## config.mk

```make
export PLATFORM = sky130hd
export DESIGN_NAME = pwm_throttle_sequencer
export DESIGN_NICKNAME = d
export VERILOG_FILES = /design/src/rtl/pwm_ctrl_pkg.sv /design/src/rtl/esc_slew_limiter.sv /design/src/rtl/pwm_throttle_sequencer.sv
export SDC_FILE = /design/constraint.sdc
export NUM_CORES = 1
export LEC_CHECK = 0
export ABC_AREA = 0
export BUFFER_PORTS_ARGS = -buffer_cell sky130_fd_sc_hd__buf_2
export CAP_MARGIN = 20
export CORE_MARGIN = 10
export CORE_UTILIZATION = 30
export DETAILED_ROUTE_END_ITERATION = 7
export PLACE_DENSITY_LB_ADDON = 0.1
export SLEW_MARGIN = 20
export SYNTH_ARGS = -nofsm -noshare
export SYNTH_HDL_FRONTEND = slang
export SYNTH_SLANG_ARGS = --single-unit
export TNS_END_PERCENT = 30
```

## constraint.sdc

```tcl
create_clock -name clk -period 5.8 [get_ports clk]
set_clock_uncertainty 0.05 [all_clocks]
set_input_delay 0 -clock clk [delete_from_list [all_inputs] [get_ports clk]]
set_output_delay 0 -clock clk [all_outputs]
set_load 0.03 [all_outputs]
```

## src/rtl/pwm_ctrl_pkg.sv

```systemverilog
// rtl/pwm_ctrl_pkg.sv - shared types and default timing for the PWM control front end
package pwm_ctrl_pkg;

  typedef enum logic [1:0] {
    DISARMED = 2'd0,
    ARMING   = 2'd1,
    ARMED    = 2'd2,
    FAILSAFE = 2'd3
  } state_t;

  localparam logic [1:0] CH_SERVO0 = 2'd0;
  localparam logic [1:0] CH_ESC    = 2'd1;
  localparam logic [1:0] CH_SERVO2 = 2'd2;

  localparam int SERVO_W = 19;
  localparam int ESC_W   = 17;

  localparam int DEF_SERVO_MIN    = 12000;
  localparam int DEF_SERVO_MAX    = 24000;
  localparam int DEF_SERVO_CENTER = 18000;
  localparam int DEF_ESC_MIN      = 12000;
  localparam int DEF_ESC_MAX      = 22000;
  localparam int DEF_ESC_SLEW     = 600;
  localparam int DEF_ARM_FRAMES   = 1000;
  localparam int DEF_WDOG_FRAMES  = 250;

  function automatic logic [SERVO_W-1:0] clamp_width(
    input logic [SERVO_W-1:0] v,
    input logic [SERVO_W-1:0] lo,
    input logic [SERVO_W-1:0] hi
  );
    if (v < lo) return lo;
    if (v > hi) return hi;
    return v;
  endfunction

endpackage

```

## src/rtl/esc_slew_limiter.sv

```systemverilog
// rtl/esc_slew_limiter.sv - one-frame step of the ESC duty toward its target, never overshooting
module esc_slew_limiter
  import pwm_ctrl_pkg::*;
(
  input  logic [ESC_W-1:0] i_current,
  input  logic [ESC_W-1:0] i_target,
  input  logic [ESC_W-1:0] i_step,
  input  logic             i_enable,
  output logic [ESC_W-1:0] o_next
);

  logic [ESC_W-1:0] w_up_diff;
  logic [ESC_W-1:0] w_dn_diff;

  // Differences are always larger-minus-smaller, so they cannot wrap.
  assign w_up_diff = i_target - i_current;
  assign w_dn_diff = i_current - i_target;

  always_comb begin
    o_next = i_current;
    if (i_enable) begin
      if (i_target > i_current)
        o_next = (w_up_diff > i_step) ? i_current + i_step : i_target;
      else if (i_target < i_current)
        o_next = (w_dn_diff > i_step) ? i_current - i_step : i_target;
    end
  end

endmodule

```

## src/rtl/pwm_throttle_sequencer.sv

```systemverilog
// rtl/pwm_throttle_sequencer.sv - command intake, frame-aligned duty apply, ESC arming and watchdog
module pwm_throttle_sequencer
  import pwm_ctrl_pkg::*;
#(
  parameter int SERVO_MIN    = DEF_SERVO_MIN,
  parameter int SERVO_MAX    = DEF_SERVO_MAX,
  parameter int SERVO_CENTER = DEF_SERVO_CENTER,
  parameter int ESC_MIN      = DEF_ESC_MIN,
  parameter int ESC_MAX      = DEF_ESC_MAX,
  parameter int ESC_SLEW     = DEF_ESC_SLEW,
  parameter int ARM_FRAMES   = DEF_ARM_FRAMES,
  parameter int WDOG_FRAMES  = DEF_WDOG_FRAMES
) (
  input  logic               clk,
  input  logic               rst,
  input  logic               cmd_valid,
  output logic               cmd_ready,
  input  logic [1:0]         cmd_chan,
  input  logic [SERVO_W-1:0] cmd_value,
  input  logic               arm_req,
  input  logic               disarm_req,
  input  logic               esc_frame_tick,
  input  logic               servo_frame_tick,
  output logic [SERVO_W-1:0] duty0_out,
  output logic [ESC_W-1:0]   duty1_out,
  output logic [SERVO_W-1:0] duty2_out,
  output logic               armed,
  output logic               failsafe
);

  localparam int ARM_W = $clog2(ARM_FRAMES + 1);
  localparam int WD_W  = $clog2(WDOG_FRAMES + 1);
  localparam logic [SERVO_W-1:0] SRV_CTR = SERVO_W'(SERVO_CENTER);
  localparam logic [ESC_W-1:0]   ESC_LO  = ESC_W'(ESC_MIN);

  state_t             r_state;
  logic [SERVO_W-1:0] r_tgt0, r_tgt2, r_duty0, r_duty2;
  logic [ESC_W-1:0]   r_tgt1, r_duty1;
  logic [ARM_W-1:0]   r_arm_cnt;
  logic [WD_W-1:0]    r_wd_cnt;

  logic               w_acc, w_feed, w_wd_expire;
  logic [SERVO_W-1:0] w_servo_val, w_esc_clamped;
  logic [ESC_W-1:0]   w_esc_val, w_duty1_next;

  assign cmd_ready     = ~rst;
  assign w_acc         = cmd_valid & cmd_ready;
  assign w_feed        = w_acc && (cmd_chan != 2'd3);
  assign w_servo_val   = clamp_width(cmd_value, SERVO_W'(SERVO_MIN), SERVO_W'(SERVO_MAX));
  assign w_esc_clamped = clamp_width(cmd_value, SERVO_W'(ESC_MIN), SERVO_W'(ESC_MAX));
  assign w_esc_val     = ESC_W'(w_esc_clamped);
  assign w_wd_expire   = esc_frame_tick && (r_wd_cnt == WD_W'(WDOG_FRAMES - 1));

  esc_slew_limiter u_slew (
    .i_current (r_duty1),
    .i_target  (r_tgt1),
    .i_step    (ESC_W'(ESC_SLEW)),
    .i_enable  (esc_frame_tick),
    .o_next    (w_duty1_next)
  );

  always_ff @(posedge clk) begin
    if (rst) begin
      r_state   <= DISARMED;
      r_tgt0    <= SRV_CTR;
      r_tgt2    <= SRV_CTR;
      r_tgt1    <= ESC_LO;
      r_duty0   <= SRV_CTR;
      r_duty2   <= SRV_CTR;
      r_duty1   <= ESC_LO;
      r_arm_cnt <= '0;
      r_wd_cnt  <= '0;
    end else begin
      if (w_acc && cmd_chan == CH_SERVO0) r_tgt0 <= w_servo_val;
      if (w_acc && cmd_chan == CH_SERVO2) r_tgt2 <= w_servo_val;
      if (w_acc && cmd_chan == CH_ESC && r_state == ARMED) r_tgt1 <= w_esc_val;
      // Shadows are sampled before this cycle's command lands, so a tick-cycle command waits a frame.
      if (servo_frame_tick) begin
        r_duty0 <= r_tgt0;
        r_duty2 <= r_tgt2;
      end
      case (r_state)
        DISARMED: begin
          r_duty1 <= ESC_LO;
          if (arm_req) begin
            r_state   <= ARMING;
            r_arm_cnt <= '0;
          end
        end
        ARMING: begin
          r_duty1 <= ESC_LO;
          if (esc_frame_tick) begin
            if (r_arm_cnt == ARM_W'(ARM_FRAMES - 1)) begin
              r_state  <= ARMED;
              r_tgt1   <= ESC_LO;
              r_wd_cnt <= '0;
            end else begin
              r_arm_cnt <= r_arm_cnt + ARM_W'(1);
            end
          end
        end
        ARMED: begin
          r_duty1 <= w_duty1_next;
          if (w_wd_expire)         r_state  <= FAILSAFE;
          else if (w_feed)         r_wd_cnt <= '0;
          else if (esc_frame_tick) r_wd_cnt <= r_wd_cnt + WD_W'(1);
        end
        FAILSAFE: begin
          r_duty1 <= ESC_LO;
          r_tgt1  <= ESC_LO;
          r_duty0 <= SRV_CTR;
          r_duty2 <= SRV_CTR;
          r_tgt0  <= SRV_CTR;
          r_tgt2  <= SRV_CTR;
        end
        default: r_state <= DISARMED;
      endcase
      // Disarm overrides arm requests and watchdog expiry; servo targets are left alone.
      if (disarm_req) begin
        r_state   <= DISARMED;
        r_duty1   <= ESC_LO;
        r_tgt1    <= ESC_LO;
        r_arm_cnt <= '0;
        r_wd_cnt  <= '0;
      end
    end
  end

  assign duty0_out = r_duty0;
  assign duty1_out = r_duty1;
  assign duty2_out = r_duty2;
  assign armed     = (r_state == ARMED);
  assign failsafe  = (r_state == FAILSAFE);

endmodule

```

==> run summary, run 1 <==
worst-case reg-to-reg path depth -> 12
DRT antenna net count -> 0
Critical Path Fanout Max -> 12
initial antenna violation count -> 3
vias in the first global route -> 6799
run status -> completed
final wirelength -> 24.30 mm
GRT overflow -> 0
worst slew pin tran -> 1.001 ns
distinct cell type count after synthesis -> 79
WL met1 -> 11.90 mm
Setup Crit Path Kind -> register to register
synthesis-stage register bit count -> 130
DR WL/cell -> 17.73 um
fin crit period -> 4.115 ns
Num CTS Buffers -> 17
Die Y -> 180.0 um
clock latency on the worst-skew pair -> 0.42 ns
Initial DRT Pass Iterations -> 6
Port Buffers -> 85
mux share of post-synthesis cell area -> 5.623%
H-tree levels -> 4
net total in the final layout -> 1100
Global Route Usage Sum -> 14.50%
Core ar. -> 25180 um2
Seq. cell area -> 2603 um2
Root Driver -> clkbuf_16
FMAX -> 0.2430 GHz
maximum vdd drop -> 0.1627 mV
yosys warns -> 0
final hold viol count -> 0
flop2flop setup slack -> 1.68 ns
xor-xnor portion of the synthesized cell area -> 4.563%
Post-synth EDFFs -> 0
Critical R2R Launch -> duty1_out[10]
setup violators final -> 0
Placer Congestion -> 0.8708
dpl hpwl -> 18.19 mm
syn nets -> 1019
Initial Util -> 30.49%
vias -> 7076
fill count -> 2619
Endpoint, Worst Hold -> r_tgt1[11]
first-pass GRT wire length -> 38.59 mm
setup ws final -> 1.685 ns
area of the multi-input gates -> 4687 um2
period utilization -> 70.96%
worst hold start -> cmd_value[11]
WL met2 -> 10.75 mm
CP Capture Type -> register
1st-iter DRT viols -> 535
clk slew on worst S/H paths -> 0.06 ns
setup_tns -> 0 ns
Std-Cell Rows -> 58
mapped cell area -> 7677 um2
clk buf depth -> 2
CTS tree -> yes
clk sinks -> 130
die area -> 32390 um2
max cap viols -> 0
cts repair resizes -> 0
Main synth FF type -> dfxtp_1
async set-reset flop share out of synthesis -> 0%
via density per instance -> 5.161
Cells after Synth -> 947
IO Pins -> 86
pre-CTS WS -> 1.755 ns
drc violations -> 0
Seq/Total Area, Yosys -> 33.90%
Worst Path Arrival -> 4.34 ns
WHS Path Cells -> 3
Worst Hold Class -> primary input to register
Synth Area per Inst -> 8.107 um2
share of cells above drive strength 1 -> 14.52%
most common cell after layout, fill and taps aside -> dfxtp_1
largest family of logic cells by synthesized area -> simple AND/OR/NAND/NOR gates
largest net degree at the start of global routing -> 49
unrepaired setup endpoints after global routing -> false
Routed met3 length -> 1.269 mm
slew margin rel. -> 33.26%
Adder-Cell Fraction of Synth Area -> 7.269%
DIE WIDTH -> 180.0 um
worst endpoint required time -> 6.03 ns
Syn-to-layout area delta -> 18.66%
top routing layer in use -> met5
Pleak -> 3.817 nW
Synth Area in Simple Gates -> 21.82%
post-synthesis compound-gate area fraction -> 21.68%
final slew viol count -> 0
capture point of the worst reg-to-reg path -> duty1_out[6]
most frequent cells in the layout -> 130 x dfxtp_1, 107 x nand2_1, 104 x nor2_1
startpoint types -> register
Pwr Density -> 236.7 nW/um2
==> critical path: stages, from the launching register on <==
cell,delay (ns)
dfxtp_1,0.50
inv_1,0.20
ha_1,0.50
a21oi_1,0.35
nand2_1,0.09
or3_1,0.32
o21ai_2,0.23
o21ai_1,0.11
or2_1,0.40
nor2_1,0.72
o31ai_1,0.20
a221oi_1,0.25
a21oi_1,0.06
==> state kept, by name, indices dropped and copies added (netlist names) <==
signal,flops
duty2_out,19
r_wd_cnt,8
r_arm_cnt,10
r_state,2
r_tgt1,17
duty0_out,19
duty1_out,17
r_tgt2,19
r_tgt0,19
==> power breakdown <==
group          internal (W)  total [W]  leakage [nW]  switching, W
combinational     0.0000398   0.000113          2.46     0.0000729
sequential         0.000901   0.000906          1.05    0.00000505
clock              0.000706    0.00114         0.302      0.000431
total               0.00165    0.00216          3.82      0.000509
==> logic make-up (layout without fill, tap and decap cells) <==
| family | after synthesis | in the layout |
|---|---|---|
| AOI/OAI and AO/OA | 244 | 244 |
| adders and majority gates | 44 | 44 |
| muxes | 43 | 43 |
| xor gates and xnor gates | 40 | 40 |
| and+or+nand+nor | 357 | 357 |
| DFF | 130 | 130 |
| other | 0 | 1 |
| buffers and inverters | 89 | 182 |
==> layout make-up <==
class / count / share of cell area (%)
Clock buffer: 19 / 4.972
Antenna cell: 1 / 0.02747
Clock inverter: 12 / 1.840
Inverter: 47 / 1.937
Timing Repair Buffer: 104 / 6.675
Sequential cell: 130 / 28.57
Multi-Input combinational cell: 728 / 51.45
Tap cell: 330 / 4.532
==> worst max path at each step <==
stage                   from            end  slack (ns)
2_1_floorplan   duty1_out[6]  duty1_out[16]        2.38
3_3_place_gp   duty1_out[10]   duty1_out[5]        1.65
3_5_place_dp   duty1_out[10]  duty1_out[10]        1.76
4_1_cts        duty1_out[10]  duty1_out[13]        1.73
5_1_grt        duty1_out[10]   duty1_out[6]        1.41
6_report       duty1_out[10]   duty1_out[6]        1.68
==> repair_timing <==
action | in CTS | in global routing
hold buffers | 16 | 0
hold endpoints to repair | 46 | 0
buffers inserted | 0 | 0
==> cells in the mapped netlist, drive strengths merged, types with 2 or more instances <==
master | number | area share, %
a21o | 14 | 1.5
a211oi | 14 | 1.5
o22ai | 7 | 0.57
clkbuf | 21 | 1.0
and2 | 9 | 0.77
and3 | 16 | 1.3
nand3 | 33 | 2.2
a32oi | 4 | 0.46
nand2b | 9 | 0.73
nor3 | 22 | 1.5
or3 | 9 | 0.73
nand2 | 107 | 5.2
buf | 21 | 1.8
nor3b | 3 | 0.29
a2111oi | 2 | 0.55
o21ai | 52 | 3.5
dfxtp | 130 | 34
nor4 | 11 | 0.98
o211ai | 13 | 1.3
o21a | 9 | 0.90
o311ai | 3 | 0.34
nor2 | 105 | 5.1
a31o | 3 | 0.34
o21bai | 5 | 0.49
a22oi | 7 | 0.75
or4b | 2 | 0.26
o31ai | 9 | 0.88
a21oi | 63 | 4.3
nor2b | 6 | 0.49
and4 | 2 | 0.26
a21boi | 7 | 0.73
a31oi | 9 | 0.73
inv | 47 | 2.3
mux2i | 42 | 5.5
xor2 | 19 | 2.2
a221oi | 12 | 1.5
or2 | 7 | 0.57
nand4 | 11 | 0.90
xnor2 | 21 | 2.4
ha | 43 | 7.0
o211a | 2 | 0.26
==> layer usage <==
metal  vias to the layer above  global-route usage (%)
li1                       3548                       -
met1                      3314                   19.69
met2                       184                   22.31
met3                        28                   3.213
met4                         2                   4.466
met5                         -                       0
==> stage by stage <==
stage	power (W)	hold WS (ns)	instance area (um2)	util [%]	std cells
detailed placement	0.001030	0.2350	8327	33.07	1323
finish	0.002156	0.02876	9110	36.18	1371
global route	0.002230	0.02512	9107	36.17	1370
CTS	0.002181	0.008815	9107	36.17	1370
global placement	0.001030	0.2280	8322	33.05	1323
floorplan	0.0009892	0.06724	7677	-	947
No activity file was read; power rests on OpenSTA's default activity.
==> inputs of run 2 (changes only) <==
==> constraint.sdc (replaced) <==
create_clock -name clk -period 4 [get_ports clk]
set_clock_uncertainty 0.05 [all_clocks]
set_input_delay 0 -clock clk [delete_from_list [all_inputs] [get_ports clk]]
set_output_delay 0 -clock clk [all_outputs]
set_load 0.03 [all_outputs]
==> run 2 against run 1 <==
Effect of this change:
- clock power is 32% higher
- worst hold slack got worse by 0.013 ns
- core utilization increased by 0.36 points
==> run summary, run 2 (same netlist as run 1, synthesis figures left out) <==
Design Power -> 0.002985 W (+38%)
share of cells above drive strength 1 -> 15.99% (+1.5 points)
setup ws final -> 0.3982 ns (-1.286 ns)
design area -> 9200 um2 (+0.99%)
H-tree levels -> 4 (unchanged)
Critical R2R Launch -> duty1_out[6]
Comb pwr share -> 5.4% (+0.2 points)
clock latency on the worst-skew pair -> 0.41 ns (about the same)
worst endpoint required time -> 4.25 ns (-1.78 ns)
clk slew on worst S/H paths -> 0.06 ns (about the same)
Root Driver -> clkbuf_16
vias in the first global route -> 6961 (+2.4%)
die area -> 32390 um2 (unchanged)
net total in the final layout -> 1118 (+1.6%)
fill count -> 2653 (+1.3%)
final wirelength -> 24.24 mm (-0.26%)
worst hold start -> cmd_value[14]
capture point of the worst reg-to-reg path -> duty1_out[16]
GRT overflow -> 0 (unchanged)
Worst path top cell family by delay -> compound AO/OA/AOI/OAI gates
period utilization -> 90.05% (+19 points)
via density per instance -> 5.100 (-1.2%)
Port Buffers -> 85 (unchanged)
DIE WIDTH -> 180.0 um (unchanged)
FMAX -> 0.2776 GHz (+14%)
fin crit period -> 3.602 ns (-0.5136 ns)
flop2flop setup slack -> 0.40 ns (-1.29 ns)
slowest library cell on the worst path -> ha_1
IO Pins -> 86 (unchanged)
CP Capture Type -> register
Bufs and invs on worst path -> 1 (unchanged)
1st-iter DRT viols -> 554 (+3.6%)
Pwr Density -> 324.4 nW/um2 (+37%)
unrepaired setup endpoints after global routing -> false
worst-case reg-to-reg path depth -> 12 (unchanged)
hold_ws -> 0.01526 ns (-0.01349 ns)
Setup Crit Path Kind -> register to register
Critical Path Fanout Max -> 11 (-1)
first-pass GRT wire length -> 39.20 mm (+1.6%)
Post-CTS Setup Inserts -> 0 (unchanged)
Num CTS Buffers -> 17 (unchanged)
Worst Hold Class -> primary input to register
clk buf depth -> 2 (unchanged)
NetSw -> 0.0006879 W (+35%)
Initial DRT Pass Iterations -> 5 (-1)
WHS Path Cells -> 4 (+1)
Initial Util -> 30.49% (unchanged)
Placement Cell Area -> 8469 um2 (+1.7%)
initial antenna violation count -> 2 (-1)
setup violators final -> 0 (unchanged)
crit-path max cell delay -> 0.49 ns (-0.23 ns)
maximum vdd drop -> 0.2447 mV (+50%)
CP Cell Sequence -> inv_1 > ha_1 > a211oi_2 > nor2_1 > o21a_1 > a21o_1 > xor2_1 > nor4_2 > nand4_1 > a31oi_1 > a211oi_1 > a2111o_1
pre-CTS WS -> 0.4068 ns (-1.349 ns)
DR WL/cell -> 17.46 um (-1.5%)
most common cell after layout, fill and taps aside -> dfxtp_1
most frequent cells in the layout -> 130 x dfxtp_1, 107 x nand2_1, 104 x nor2_1
Core ar. -> 25180 um2 (unchanged)
dpl hpwl -> 18.76 mm (+3.1%)
vias -> 7079 (+0.042%)
Placer Congestion -> 0.8927 (+2.5%)
final slew viol count -> 0 (unchanged)
sequential power share -> 44.0% (+2.0 points)
Die Y -> 180.0 um (unchanged)
largest net degree at the start of global routing -> 49 (unchanged)
DRT antenna net count -> 0 (unchanged)
slew margin rel. -> 34.02% (+0.76 points)
Pleak -> 3.880 nW (+1.7%)
worst slew pin tran -> 0.9898 ns (-0.01134 ns)
max cap viols -> 0 (unchanged)
Std-Cell Rows -> 58 (unchanged)
startpoint types -> register
setup_tns -> 0 ns (unchanged)
Endpoint, Worst Hold -> r_tgt0[13]
clk sinks -> 130 (unchanged)
Switching Fraction -> 23.05% (-0.57 points)
run status -> completed
Syn-to-layout area delta -> 19.83%
Worst Path Arrival -> 3.85 ns (-0.49 ns)
CTS tree -> yes
Global Route Usage Sum -> 14.66% (+0.16 points)
Cell Int Power -> 0.002297 W (+39%)
clock network power share -> 50.6% (-2.2 points)
final hold viol count -> 0 (unchanged)
drc violations -> 0 (unchanged)
==> run 2: worst max path at each step <==
stage / start / endpoint / slack [ns] / cells after the start
2_1_floorplan: duty1_out[6] / duty1_out[16] / 0.58 / 13
3_3_place_gp: duty1_out[10] / duty1_out[16] / 0.47 / 13
3_5_place_dp: duty1_out[10] / duty1_out[16] / 0.41 / 13
4_1_cts: duty1_out[10] / duty1_out[16] / 0.39 / 11
5_1_grt: duty1_out[10] / duty1_out[16] / 0.08 / 11
6_report: duty1_out[6] / duty1_out[16] / 0.40 / 12
==> run 2: cell type report <==
class / instances / area (um2) / share of cell area, %
diodes: 1 / 2.502 / 0.02720
clock buffers: 19 / 442.9 / 4.814
clock inverters: 11 / 132.6 / 1.442
inverters: 47 / 176.4 / 1.918
multi-input cells: 728 / 4690 / 50.97
flip-flops and latches: 130 / 2603 / 28.29
well taps: 330 / 412.9 / 4.488
repair buffers: 122 / 740.7 / 8.051
==> run 2: power groups by stage <==
stage / Clock [W] / Combinational, W / Sequential (W)
6_report: 0.00151 / 0.000162 / 0.00131
4_1_cts: 0.00155 / 0.000164 / 0.00131
3_3_place_gp: 0 / 0.000152 / 0.00134
3_5_place_dp: 0 / 0.000152 / 0.00134
5_1_grt: 0.00161 / 0.000179 / 0.00131
2_1_floorplan: 0 / 0.0000885 / 0.00135
==> run 2: timing repair <==
item | CTS | global route
gates resized for setup | 0 | 1
hold buffers | 15 | 0
endpoints found under the setup margin | 0 | 2
endpoints found under the hold margin | 44 | 0
==> run 2: worst register-to-register path: stages (launching register included) <==
cell and delay (ns):
dfxtp_1 0.44, inv_1 0.15, ha_1 0.49, a211oi_2 0.30
nor2_1 0.11, o21a_1 0.22, a21o_1 0.21, xor2_1 0.15
nor4_2 0.31, nand4_1 0.34, a31oi_1 0.27, a211oi_1 0.07
a2111o_1 0.38
==> run 2: layer usage <==
metal / routed length, um / share of wire (%) / GRT usage [%] / vias to the layer above
li1: - / - / - / 3578
met5: 13 / 0.054 / 0 / -
met2: 10920 / 45 / 22.69 / 152
met4: 367 / 1.5 / 4.069 / 2
met1: 12010 / 50 / 19.82 / 3318
met3: 923 / 3.8 / 3.454 / 29
==> run 2: through the flow <==
step,utilization [%],std cells
global placement,33.61,1342
floorplan,-,947
detailed placement,33.63,1342
global route,36.52,1387
CTS,36.52,1387
finish,36.53,1388
